$ cat src/rtl/btb_pkg.sv
`default_nettype none
// ============================================================================
// Module  : btb_pkg
// Purpose : Shared types, counter encodings and the PC index/tag split used
//           by the branch target buffer.
// Ports   : none (package)
// Revision: 1.0  initial release
// ============================================================================
package btb_pkg;

  // 2-bit direction counter encodings
  localparam logic [1:0] CNT_SNT = 2'b00;  // strongly not-taken
  localparam logic [1:0] CNT_WNT = 2'b01;  // weakly not-taken
  localparam logic [1:0] CNT_WT  = 2'b10;  // weakly taken
  localparam logic [1:0] CNT_ST  = 2'b11;  // strongly taken

  // One table entry. The tag field is sized for the smallest legal table;
  // bits above the real tag width are always zero and drop out in synthesis.
  typedef struct packed {
    logic        valid;
    logic [31:0] tag;
    logic [31:0] target;
    logic [1:0]  cnt;
  } btb_entry_t;

  // Result of splitting a PC into table index and tag (both zero-extended).
  typedef struct packed {
    logic [31:0] idx;
    logic [31:0] tag;
  } btb_split_t;

  // What a resolved branch does to its table entry.
  typedef enum logic [1:0] {
    ACT_NONE  = 2'd0,  // miss and not taken: leave table alone
    ACT_TRAIN = 2'd1,  // hit: train counter, maybe refresh target
    ACT_ALLOC = 2'd2   // miss and taken: install a new entry
  } btb_act_t;

  // index = pc[idx_w+1:2], tag = pc[31:idx_w+2]; pc[1:0] is ignored.
  function automatic btb_split_t btb_split(input logic [31:0] pc,
                                           input int unsigned idx_w);
    btb_split_t s;
    s.idx = (pc >> 2) & ((32'd1 << idx_w) - 32'd1);
    s.tag = pc >> (idx_w + 2);
    return s;
  endfunction

endpackage
`default_nettype wire

$ cat src/rtl/btb_predictor_if.sv
`default_nettype none
// ============================================================================
// Module  : btb_predictor_if
// Purpose : Fetch-lookup, EX-training and perf-counter bundle of the BTB.
// Ports   : flush_all, pcF, upd_* (core -> BTB);
//           btb_hitF, btb_predict_takenF, btb_targetF, perf_* (BTB -> core)
//           master = core/pipeline side, slave = predictor side.
// Revision: 1.0  initial release
// ============================================================================
interface btb_predictor_if #(
  parameter int PERF_W = 32
);
  logic              flush_all;
  logic [31:0]       pcF;
  logic              btb_hitF;
  logic              btb_predict_takenF;
  logic [31:0]       btb_targetF;
  logic              upd_valid;
  logic [31:0]       upd_pc;
  logic              upd_taken;
  logic [31:0]       upd_target;
  logic              upd_is_jump;
  logic              upd_mispredict;
  logic [PERF_W-1:0] perf_hits;
  logic [PERF_W-1:0] perf_mispredicts;

  modport master (
    output flush_all, pcF,
    output upd_valid, upd_pc, upd_taken, upd_target, upd_is_jump,
           upd_mispredict,
    input  btb_hitF, btb_predict_takenF, btb_targetF,
    input  perf_hits, perf_mispredicts
  );

  modport slave (
    input  flush_all, pcF,
    input  upd_valid, upd_pc, upd_taken, upd_target, upd_is_jump,
           upd_mispredict,
    output btb_hitF, btb_predict_takenF, btb_targetF,
    output perf_hits, perf_mispredicts
  );
endinterface
`default_nettype wire

$ cat src/rtl/btb_predictor_sat_counter2.sv
`default_nettype none
// ============================================================================
// Module  : sat_counter2
// Purpose : Combinational 2-bit saturating up/down counter step.
// Ports   : cur_i   current counter value
//           taken_i 1 = count up, 0 = count down
//           next_o  next counter value, clamped to 2'b00..2'b11
// Revision: 1.0  initial release
// ============================================================================
module sat_counter2
  import btb_pkg::*;
(
  input  logic [1:0] cur_i,
  input  logic       taken_i,
  output logic [1:0] next_o
);

  always_comb begin
    next_o = cur_i;
    if (taken_i) begin
      if (cur_i != CNT_ST) next_o = cur_i + 2'b01;
    end else begin
      if (cur_i != CNT_SNT) next_o = cur_i - 2'b01;
    end
  end

endmodule
`default_nettype wire

$ cat src/rtl/btb_predictor.sv
`default_nettype none
// ============================================================================
// Module  : btb_predictor
// Purpose : Direct-mapped branch target buffer with 2-bit direction counters.
//           Zero-latency lookup at fetch, trained by EX resolution, with hit
//           and mispredict performance counters.
// Ports   : clk  rising-edge clock
//           rst  asynchronous active-high reset
//           bus  btb_predictor_if.slave (lookup, update, perf counters)
// Revision: 1.0  initial release
// ============================================================================
module btb_predictor
  import btb_pkg::*;
#(
  parameter int         ENTRIES  = 16,
  parameter logic [1:0] CNT_INIT = 2'b01,
  parameter int         PERF_W   = 32
) (
  input  logic               clk,
  input  logic               rst,
  btb_predictor_if.slave     bus
);

  localparam int IDX_W = $clog2(ENTRIES);

  btb_entry_t table_q [ENTRIES];

  // --------------------------------------------------------------------------
  // Fetch lookup (reads current state only, so a same-cycle update is not
  // visible until the next cycle)
  // --------------------------------------------------------------------------
  btb_split_t       look_split;
  logic [IDX_W-1:0] look_idx;
  btb_entry_t       look_entry;
  logic             look_hit;

  always_comb begin
    look_split = btb_split(bus.pcF, IDX_W);
    look_idx   = look_split.idx[IDX_W-1:0];
    look_entry = table_q[look_idx];
    look_hit   = look_entry.valid && (look_entry.tag == look_split.tag);
  end

  assign bus.btb_hitF           = look_hit;
  assign bus.btb_predict_takenF = look_hit && look_entry.cnt[1];
  assign bus.btb_targetF        = look_hit ? look_entry.target : 32'b0;

  // --------------------------------------------------------------------------
  // EX training: work out the one entry that may change and its new value
  // --------------------------------------------------------------------------
  btb_split_t       upd_split;
  logic [IDX_W-1:0] upd_idx;
  btb_entry_t       upd_entry;
  logic             upd_hit;
  logic [1:0]       upd_cnt_step;
  btb_act_t         upd_act;
  btb_entry_t       entry_d;

  always_comb begin
    upd_split = btb_split(bus.upd_pc, IDX_W);
    upd_idx   = upd_split.idx[IDX_W-1:0];
    upd_entry = table_q[upd_idx];
    upd_hit   = upd_entry.valid && (upd_entry.tag == upd_split.tag);
  end

  sat_counter2 u_sat_counter2 (
    .cur_i   (upd_entry.cnt),
    .taken_i (bus.upd_taken),
    .next_o  (upd_cnt_step)
  );

  always_comb begin
    upd_act = ACT_NONE;
    if (bus.upd_valid) begin
      if (upd_hit)            upd_act = ACT_TRAIN;
      else if (bus.upd_taken) upd_act = ACT_ALLOC;
    end
  end

  always_comb begin
    entry_d = upd_entry;
    case (upd_act)
      ACT_TRAIN: begin
        // Jumps are always taken, so pin them at strongly-taken.
        entry_d.cnt = bus.upd_is_jump ? CNT_ST : upd_cnt_step;
        if (bus.upd_taken) entry_d.target = bus.upd_target;
      end
      ACT_ALLOC: begin
        entry_d.valid  = 1'b1;
        entry_d.tag    = upd_split.tag;
        entry_d.target = bus.upd_target;
        entry_d.cnt    = bus.upd_is_jump ? CNT_ST : CNT_WT;
      end
      default: entry_d = upd_entry;
    endcase
  end

  // Upper bits of the zero-extended index fields are constant zero.
  logic unused_idx_bits;
  assign unused_idx_bits = ^{look_split.idx, upd_split.idx};

  // --------------------------------------------------------------------------
  // Table state. flush_all has priority over a same-cycle update.
  // --------------------------------------------------------------------------
  always_ff @(posedge clk or posedge rst) begin
    if (rst) begin
      for (int i = 0; i < ENTRIES; i++) begin
        table_q[i].valid  <= 1'b0;
        table_q[i].tag    <= '0;
        table_q[i].target <= '0;
        table_q[i].cnt    <= CNT_INIT;
      end
    end else if (bus.flush_all) begin
      for (int i = 0; i < ENTRIES; i++) begin
        table_q[i].valid <= 1'b0;
        table_q[i].cnt   <= CNT_INIT;
      end
    end else if (upd_act != ACT_NONE) begin
      table_q[upd_idx] <= entry_d;
    end
  end

  // --------------------------------------------------------------------------
  // Performance counters (cleared by rst only, wrap naturally)
  // --------------------------------------------------------------------------
  logic [PERF_W-1:0] perf_hits_q, perf_hits_d;
  logic [PERF_W-1:0] perf_misp_q, perf_misp_d;

  always_comb begin
    perf_hits_d = perf_hits_q;
    perf_misp_d = perf_misp_q;
    if (look_hit)                            perf_hits_d = perf_hits_q + 1'b1;
    if (bus.upd_valid && bus.upd_mispredict) perf_misp_d = perf_misp_q + 1'b1;
  end

  always_ff @(posedge clk or posedge rst) begin
    if (rst) begin
      perf_hits_q <= '0;
      perf_misp_q <= '0;
    end else begin
      perf_hits_q <= perf_hits_d;
      perf_misp_q <= perf_misp_d;
    end
  end

  assign bus.perf_hits        = perf_hits_q;
  assign bus.perf_mispredicts = perf_misp_q;

endmodule
`default_nettype wire

$ cat src/flat_wrapper.sv
// flat-port wrapper written by rule: the top's interface ports become plain ports
module btb_predictor_flat import btb_pkg::*;
#(
  parameter int         ENTRIES  = 16,
  parameter logic [1:0] CNT_INIT = 2'b01,
  parameter int         PERF_W   = 32
)
  (clk, rst, bus_flush_all, bus_pcF, bus_upd_valid, bus_upd_pc, bus_upd_taken, bus_upd_target, bus_upd_is_jump, bus_upd_mispredict, bus_btb_hitF, bus_btb_predict_takenF, bus_btb_targetF, bus_perf_hits, bus_perf_mispredicts);
  btb_predictor_if #(.PERF_W(PERF_W)) bus_i ();
  input  logic clk;
  input  logic rst;
  input wire logic [$bits(bus_i.flush_all)-1:0] bus_flush_all;
  input wire logic [$bits(bus_i.pcF)-1:0] bus_pcF;
  input wire logic [$bits(bus_i.upd_valid)-1:0] bus_upd_valid;
  input wire logic [$bits(bus_i.upd_pc)-1:0] bus_upd_pc;
  input wire logic [$bits(bus_i.upd_taken)-1:0] bus_upd_taken;
  input wire logic [$bits(bus_i.upd_target)-1:0] bus_upd_target;
  input wire logic [$bits(bus_i.upd_is_jump)-1:0] bus_upd_is_jump;
  input wire logic [$bits(bus_i.upd_mispredict)-1:0] bus_upd_mispredict;
  output wire logic [$bits(bus_i.btb_hitF)-1:0] bus_btb_hitF;
  output wire logic [$bits(bus_i.btb_predict_takenF)-1:0] bus_btb_predict_takenF;
  output wire logic [$bits(bus_i.btb_targetF)-1:0] bus_btb_targetF;
  output wire logic [$bits(bus_i.perf_hits)-1:0] bus_perf_hits;
  output wire logic [$bits(bus_i.perf_mispredicts)-1:0] bus_perf_mispredicts;
  assign bus_i.flush_all = bus_flush_all;
  assign bus_i.pcF = bus_pcF;
  assign bus_i.upd_valid = bus_upd_valid;
  assign bus_i.upd_pc = bus_upd_pc;
  assign bus_i.upd_taken = bus_upd_taken;
  assign bus_i.upd_target = bus_upd_target;
  assign bus_i.upd_is_jump = bus_upd_is_jump;
  assign bus_i.upd_mispredict = bus_upd_mispredict;
  assign bus_btb_hitF = bus_i.btb_hitF;
  assign bus_btb_predict_takenF = bus_i.btb_predict_takenF;
  assign bus_btb_targetF = bus_i.btb_targetF;
  assign bus_perf_hits = bus_i.perf_hits;
  assign bus_perf_mispredicts = bus_i.perf_mispredicts;
  btb_predictor #(.ENTRIES(ENTRIES), .CNT_INIT(CNT_INIT), .PERF_W(PERF_W)) u_core (.clk(clk), .rst(rst), .bus(bus_i));
endmodule
$ cat config.mk
export PLATFORM = sky130hd
export DESIGN_NAME = btb_predictor_flat
export DESIGN_NICKNAME = d
export VERILOG_FILES = /design/src/rtl/btb_pkg.sv /design/src/rtl/btb_predictor_if.sv /design/src/rtl/btb_predictor_sat_counter2.sv /design/src/rtl/btb_predictor.sv /design/src/flat_wrapper.sv
export SDC_FILE = /design/constraint.sdc
export NUM_CORES = 2
export LEC_CHECK = 0
export CAP_MARGIN = 20
export CELL_PAD_IN_SITES_DETAIL_PLACEMENT = 1
export CELL_PAD_IN_SITES_GLOBAL_PLACEMENT = 1
export CORE_ASPECT_RATIO = 1.5
export CORE_MARGIN = 8
export CORE_UTILIZATION = 51
export CTS_CLUSTER_SIZE = 14
export DETAILED_ROUTE_END_ITERATION = 7
export GPL_TIMING_DRIVEN = 0
export PLACE_DENSITY = 0.83
export SYNTH_ARGS = -nofsm -noshare
export SYNTH_HDL_FRONTEND = slang
export SYNTH_SLANG_ARGS = --single-unit
$ cat constraint.sdc
create_clock -name clk -period 43.3 [get_ports clk]
set_input_delay 6.495 -clock clk [delete_from_list [all_inputs] [get_ports clk]]
set_output_delay 6.495 -clock clk [all_outputs]
set_load 0.005 [all_outputs]
; ---- Word-level counts from Yosys, hierarchy flattened
; Index checks and enable logic that the tools add are counted.
[word_totals]
wordCells = 129
ff_bits = 1136
input_bits = 103
out_inout_bits = 98
[classes]
n_lt_le_gt_ge = 3
n_addsub = 4
n_reduce_logical = 9
eq_ne = 5
n_bitwise = 3
n_mux = 39
[op_table]
columns = operator, n
row1 = $bwmux W1072, 1
row2 = $mux W1072, 1
row3 = $bmux W67 S4, 2
row4 = $mux W67, 5
row5 = $demux W67 S4, 1
row6 = $pmux W34 S2, 1
row7 = $add A32 B1 Y32 const B, 2
row8 = $eq A32 B26 Y1, 2
row9 = $mux W32, 2
row10 = $mux W3, 15
row11 = $mux W33, 1
row12 = $mux W2, 8
row13 = $ge A5 B5 Y1 const B, 2
row14 = $not A4 Y5, 2
row15 = $reduce_bool A2 Y1, 3
row16 = $logic_and A1 B1 Y1, 5
row17 = $lt A5 B1 Y1 const B, 1
row18 = $add A2 B1 Y2 const B, 1
row19 = $eq A2 B1 Y1 const B, 1
row20 = $eq A2 B2 Y1 const B, 1
row21 = $mux W1, 2
row22 = $ne A2 B2 Y1 const B, 1
row23 = $reduce_and A2 Y1, 1
row24 = $sub A2 B1 Y2 const B, 1
row25 = $not A1 Y1, 1

; ---- Depth between registers and ports, before layout
[logic_depth]
word_depth = 13
depth_mapped = 21
mapped_depth_nobuf = 14

; ---- Cells and area by module
; Synthesis repeated with hierarchy kept, for this count alone.
[unflattened]
cells_unflattened = 4962
area_unflattened_um2 = 58203.3
[modules_own_cells]
columns = module, n_inst, cells_each, area_per_inst_um2, seq_area_each_um2
row1 = btb_predictor, 1, 4959, 58177.0, 28447.3
row2 = sat_counter2, 1, 3, 26.3, 0.0

; ---- Worst setup path after synthesis
; No wires, ideal clock.
[synth_timing]
path_type = input port to output port
from = input bus_pcF[2]
to = output bus_btb_predict_takenF
t_required_ps = 36805
path_stages = 10
n_path_buf = 7
path_slack_ps = 27698
t_arrival_ps = 9107
cell_sequence = buf_2 buf_6 buf_6 buf_4 buf_2 buf_1 buf_2 mux4_2 mux4_2 nor2b_1
[synth_between]
elab_chain_len = 7
[synth_rtl]
columns = item, line
row1 = "start, declared", flat_wrapper.sv:13  ; input wire logic [$bits(bus_i.pcF)-1:0] bus_pcF;
row2 = $not A4 Y5 (implied by the code) (*), btb_predictor.sv:40  ; look_entry = table_q[look_idx];
row3 = $bmux W67 S4 (*), btb_predictor.sv:40
row4 = $mux W67 (implied by the code) (*) (2 in series), btb_predictor.sv:40
row5 = $eq A32 B26 Y1, btb_predictor.sv:41  ; look_hit = look_entry.valid && (look_entry.tag == look_split.tag);
row6 = $logic_and A1 B1 Y1, btb_predictor.sv:41
row7 = $logic_and A1 B1 Y1 (*), btb_predictor.sv:45  ; assign bus.btb_predict_takenF = look_hit && look_entry.cnt[1];
row8 = "end, declared", flat_wrapper.sv:21  ; output wire logic [$bits(bus_i.btb_predict_takenF)-1:0] bus_btb_predict_takenF;
; Every way passes the cells marked *; elsewhere a longest branch is shown, timed or not. The select of a mux whose other input is x is not followed.

; ---- Worst setup path after layout
[layout_timing]
from = input bus_pcF[4]
to = output bus_btb_targetF[0]
[layout_between]
elab_chain_len = 7
[layout_rtl]
columns = item, line
row1 = $not A4 Y5 (implied by the code) (*), btb_predictor.sv:40
row2 = $bmux W67 S4 (*), btb_predictor.sv:40
row3 = $mux W67 (implied by the code) (*) (2 in series), btb_predictor.sv:40
row4 = $eq A32 B26 Y1, btb_predictor.sv:41
row5 = $logic_and A1 B1 Y1, btb_predictor.sv:41
row6 = $mux W32 (*), btb_predictor.sv:46  ; assign bus.btb_targetF = look_hit ? look_entry.target : 32'b0;
row7 = "end, declared", flat_wrapper.sv:22  ; output wire logic [$bits(bus_i.btb_targetF)-1:0] bus_btb_targetF;
; Marks and branches as above.

==> key figures <==
Outcome
  – Outcome: complete, no violations

Global routing
  – Vias in the first global route: about 54000
  – Antenna violations before repair: 12
  – Pin count of the biggest net entering global routing: 130
  – Global-route wire length before repair: between 300 and 400 mm
  – Total global routing overflow: 0
  – GRT Overall Usage: 0.409

STA
  – Final Hold Fails: 0
  – Worst slew slack as a fraction of its limit: 0.132
  – Final critical-path required period: between 15 and 20 ns
  – Final setup skew: 0.0495 ns
  – Final setup margin: between 20 and 25 ns
  – Max Freq: about 51 MHz
  – Slew at the pin with the worst max-slew slack: between 1 and 1.5 ns
  – Final critical-path share of the clock period: 0.454
  – RSZ-0062 raised after global routing: no
  – Finish-stage setup viols: 0
  – Slew Viols, Final: 0

Logic synthesis
  – Cells after synthesis: between 4000 and 5000
  – Most used flip-flop cell after synthesis: sky130_fd_sc_hd__dfrtp_1
  – Fraction of registers with async set/reset: 1.00
  – Register bit total from synthesis: 1136
  – Leading cell type by number of instances after synthesis: sky130_fd_sc_hd__dfrtp_1
  – Fraction of synthesized cell area taken by the top area cell type: 0.480
  – Multiplexer area fraction after synthesis: 0.268
  – Average instance area after synthesis: around 12 µm²
  – Cell types with the highest counts after synthesis: sky130_fd_sc_hd__dfrtp_1, sky130_fd_sc_hd__nand2_1, sky130_fd_sc_hd__o21ai_0, sky130_fd_sc_hd__mux4_2, sky130_fd_sc_hd__clkbuf_1
  – Simple logic cell fraction of the synthesized area: 0.0967
  – Dominant combinational cell family by area after synthesis: multiplexers
  – Synthesized cell area: roughly 60000 µm²
  – Largest cells by area after synthesis: sky130_fd_sc_hd__dfrtp_1, sky130_fd_sc_hd__mux4_2, sky130_fd_sc_hd__o21ai_0, sky130_fd_sc_hd__nand2_1, sky130_fd_sc_hd__clkbuf_1
  – Number of warning messages in the yosys log: 0
  – Number of enable flip-flop cells after synthesis: 0
  – Adder-cell share of the synthesized area: 0.00141
  – Sequential area share after synthesis: 0.487
  – Share of the synthesized area in compound gates (AO/OA/AOI/OAI): 0.0932
  – Cell taking the most area after synthesis: sky130_fd_sc_hd__dfrtp_1
  – Count of cell types in the netlist: 65
  – Post-synthesis xor/xnor area fraction: 0.0186
  – Synth Net Count: about 5000

Layout
  – Nets: roughly 5400
  – Summed area of non-filler cells in the final layout: 66900 µm²
  – Synthesis-to-layout area growth: 14.5%
  – Fraction of final layout cells sized beyond drive strength 1: 0.194
  – Filler Cell Count: 11600

Critical path
  – Kind of end point of the critical path: output pin
  – R2R Path Start: u_core.table_q[57]
  – Worst EP arrival: 13.14 ns
  – Delay of the slowest critical-path stage: 0.88 ns
  – CP max FO: 11
  – Reg2Reg Setup Slack: between 30 and 40 ns
  – Worst setup startpoint: bus_pcF[4]
  – Critical-path cell with the highest stage delay: sky130_fd_sc_hd__mux2i_1
  – Critical register-to-register path endpoint: u_core.table_q[122]
  – Critical Path Start Type: primary input
  – Critical-path cell list: clkdlybuf4s50_1 -> buf_6 -> buf_12 -> buf_4 -> mux4_2 -> mux2i_1 -> xnor2_1 -> o21ai_0 -> nor4b_1 -> and4bb_1 -> nand4_1 -> buf_4 -> buf_2 -> nor2b_1 -> clkdlybuf4s50_1
  – Setup Crit Path Kind: in -> out
  – Critical path required time: 36.81 ns
  – End point of the critical path: bus_btb_targetF[0]
  – Path depth of the worst reg2reg path: 14

Drt
  – Wire per inst: between 30 and 40 µm
  – Drt total wl: approximately 260 mm
  – Starting DRT DRC Count: approximately 6200
  – Met2 routed WL: between 100 and 150 mm
  – DRT Pass-1 Iters: 6
  – Met3 WL post-DR: between 20 and 30 mm
  – M1 WL: between 80 and 90 mm
  – Vias per inst: between 7 and 8
  – Post-route antenna net violation count: 0
  – Top Layer Used: met5
  – Post-route DRC violation count: 0
  – Via count: 49800

Clocking
  – Total clock buffers created by CTS: roughly 110
  – Clock-pin slew of the registers on the worst-case setup and hold paths: about 0.06 ns
  – Maximum level of the CTS H-tree: 3
  – Quantity of gates resized following cts: 0
  – Number of buffers inserted for hold repair after clock tree synthesis: 0
  – Setup bufs post-CTS: 0
  – Clock tree sinks: 1136
  – Clock tree from TritonCTS: yes
  – Insertion delay of the later-clocked pin in the worst-skew pair: approximately 0.77 ns
  – Root Buffer Master: sky130_fd_sc_hd__clkbuf_16
  – Max clock buf depth: 3

Floorplanning
  – Placement Rows: between 150 and 200
  – Starting density of the core: 0.512
  – Die Outline Area: about 130000 µm²
  – Number of I/O pins: approximately 200
  – DIE HEIGHT: 430 µm
  – Chip Width: roughly 290 µm
  – Total core area: between 100000 and 150000 µm²

Power
  – Final Power: around 2.4 mW
  – Leakage component of the power: 27.7 nW
  – Areal power density over the cells: ~36 nW/µm²
  – Worst IR Drop VDD: between 0.03 and 0.04 mV

Run
  – Max_cap viols: 0

Placed design
  – Buffers on Ports: between 150 and 200
  – Placer congestion estimate: 0.983
  – HPWL after DPL: 174 mm
  – Post-Place Setup Slack: 24.45 ns
  – Standard cell area after detailed placement: around 63000 µm²

Hold path
  – Min-delay worst type: reg -> reg
cell type report:
type | count | area, µm² | area share
Buffer | 456 | 1950 | 0.0291
Clock inverter | 35 | 359 | 0.00537
Inverter | 21 | 86.3 | 0.00129
Sequential cell | 1136 | 28400 | 0.425
Antenna cell | 10 | 25.0 | 0.000374
Timing Repair Buffer | 245 | 2860 | 0.0428
Multi-Input combinational cell | 3323 | 27900 | 0.418
Clock buffer | 169 | 3400 | 0.0509
Tap cell | 1463 | 1830 | 0.0274
layout by cell type, fill, tap and decap left out, drive strengths merged, types with 20 or more instances in the layout:
cell type      Yosys  layout
buf              124     181
xnor2             79      79
nor2              97      97
nand2            997     997
clkinv             0      21
a21oi             66      66
mux2             102     102
nand3             23      23
clkdlybuf4s50      0     188
nor2b             77      77
inv               21      23
clkbuf           332     501
xor2              45      45
nor3              51      51
nand4             25      25
o21ai            933     933
dfrtp           1120    1120
mux2i             90      90
mux4             605     605
a211oi            20      20
state kept, by name (all words and copies together) (netlist names):
register and cells:
u_core.bus.perf_mispredicts 32, u_core.bus.perf_hits 32, u_core.table_q 1072
kinds of logic after synthesis:
logic type,count (synthesis)
compound gates,1053
xor+xnor,124
fa+ha+maj,7
buf+inv,477
flops,1136
mux,797
simple gates,1342
through the flow:
step,TNS [ns],hold WS (ns),instances,util
2_1_floorplan,0,0.459,4936,-
3_3_place_gp,-8681.96,0.458,6587,0.544
3_5_place_dp,0,0.456,6625,0.551
4_1_cts,0,0.468,6829,0.584
5_1_grt,0,0.480,6851,0.586
6_report,0,0.461,6858,0.586
power breakdown:
part | total [mW] | internal, mW | switching, mW
Sequential | 1.13 | 1.10 | 0.0321
Combinational | 0.269 | 0.101 | 0.168
Clock | 1.03 | 0.576 | 0.458
Total | 2.43 | 1.77 | 0.658
per-layer routing:
metal  vias up  track usage
li1      18700            -
met1     25700        0.440
met2      3903        0.647
met3      1510        0.135
met4        10        0.352
met5         -      0.00464
how the worst min path moves through the flow:
| stage | from | end | slack (ns) | cells past startpoint |
|---|---|---|---|---|
| finish | u_core.bus.perf_hits[31] | u_core.bus.perf_hits[31] | 0.46 | 1 |
| global route | u_core.bus.perf_hits[31] | u_core.bus.perf_hits[31] | 0.48 | 1 |
| CTS | u_core.bus.perf_hits[31] | u_core.bus.perf_hits[31] | 0.47 | 1 |
| detailed placement | u_core.bus.perf_hits[31] | u_core.bus.perf_hits[31] | 0.46 | 1 |
| global placement | u_core.bus.perf_hits[31] | u_core.bus.perf_hits[31] | 0.46 | 1 |
| floorplan | u_core.table_q[779] | u_core.table_q[779] | 0.46 | 2 |
worst max-delay path, delay by kind of cell:
kind	cells	cell delay [ns]
buf+inv	7	2.74
simple gates	4	2.17
mux	2	1.24
compound gates	1	0.32
xor+xnor	1	0.11
Power figures use the tool's default switching activity.
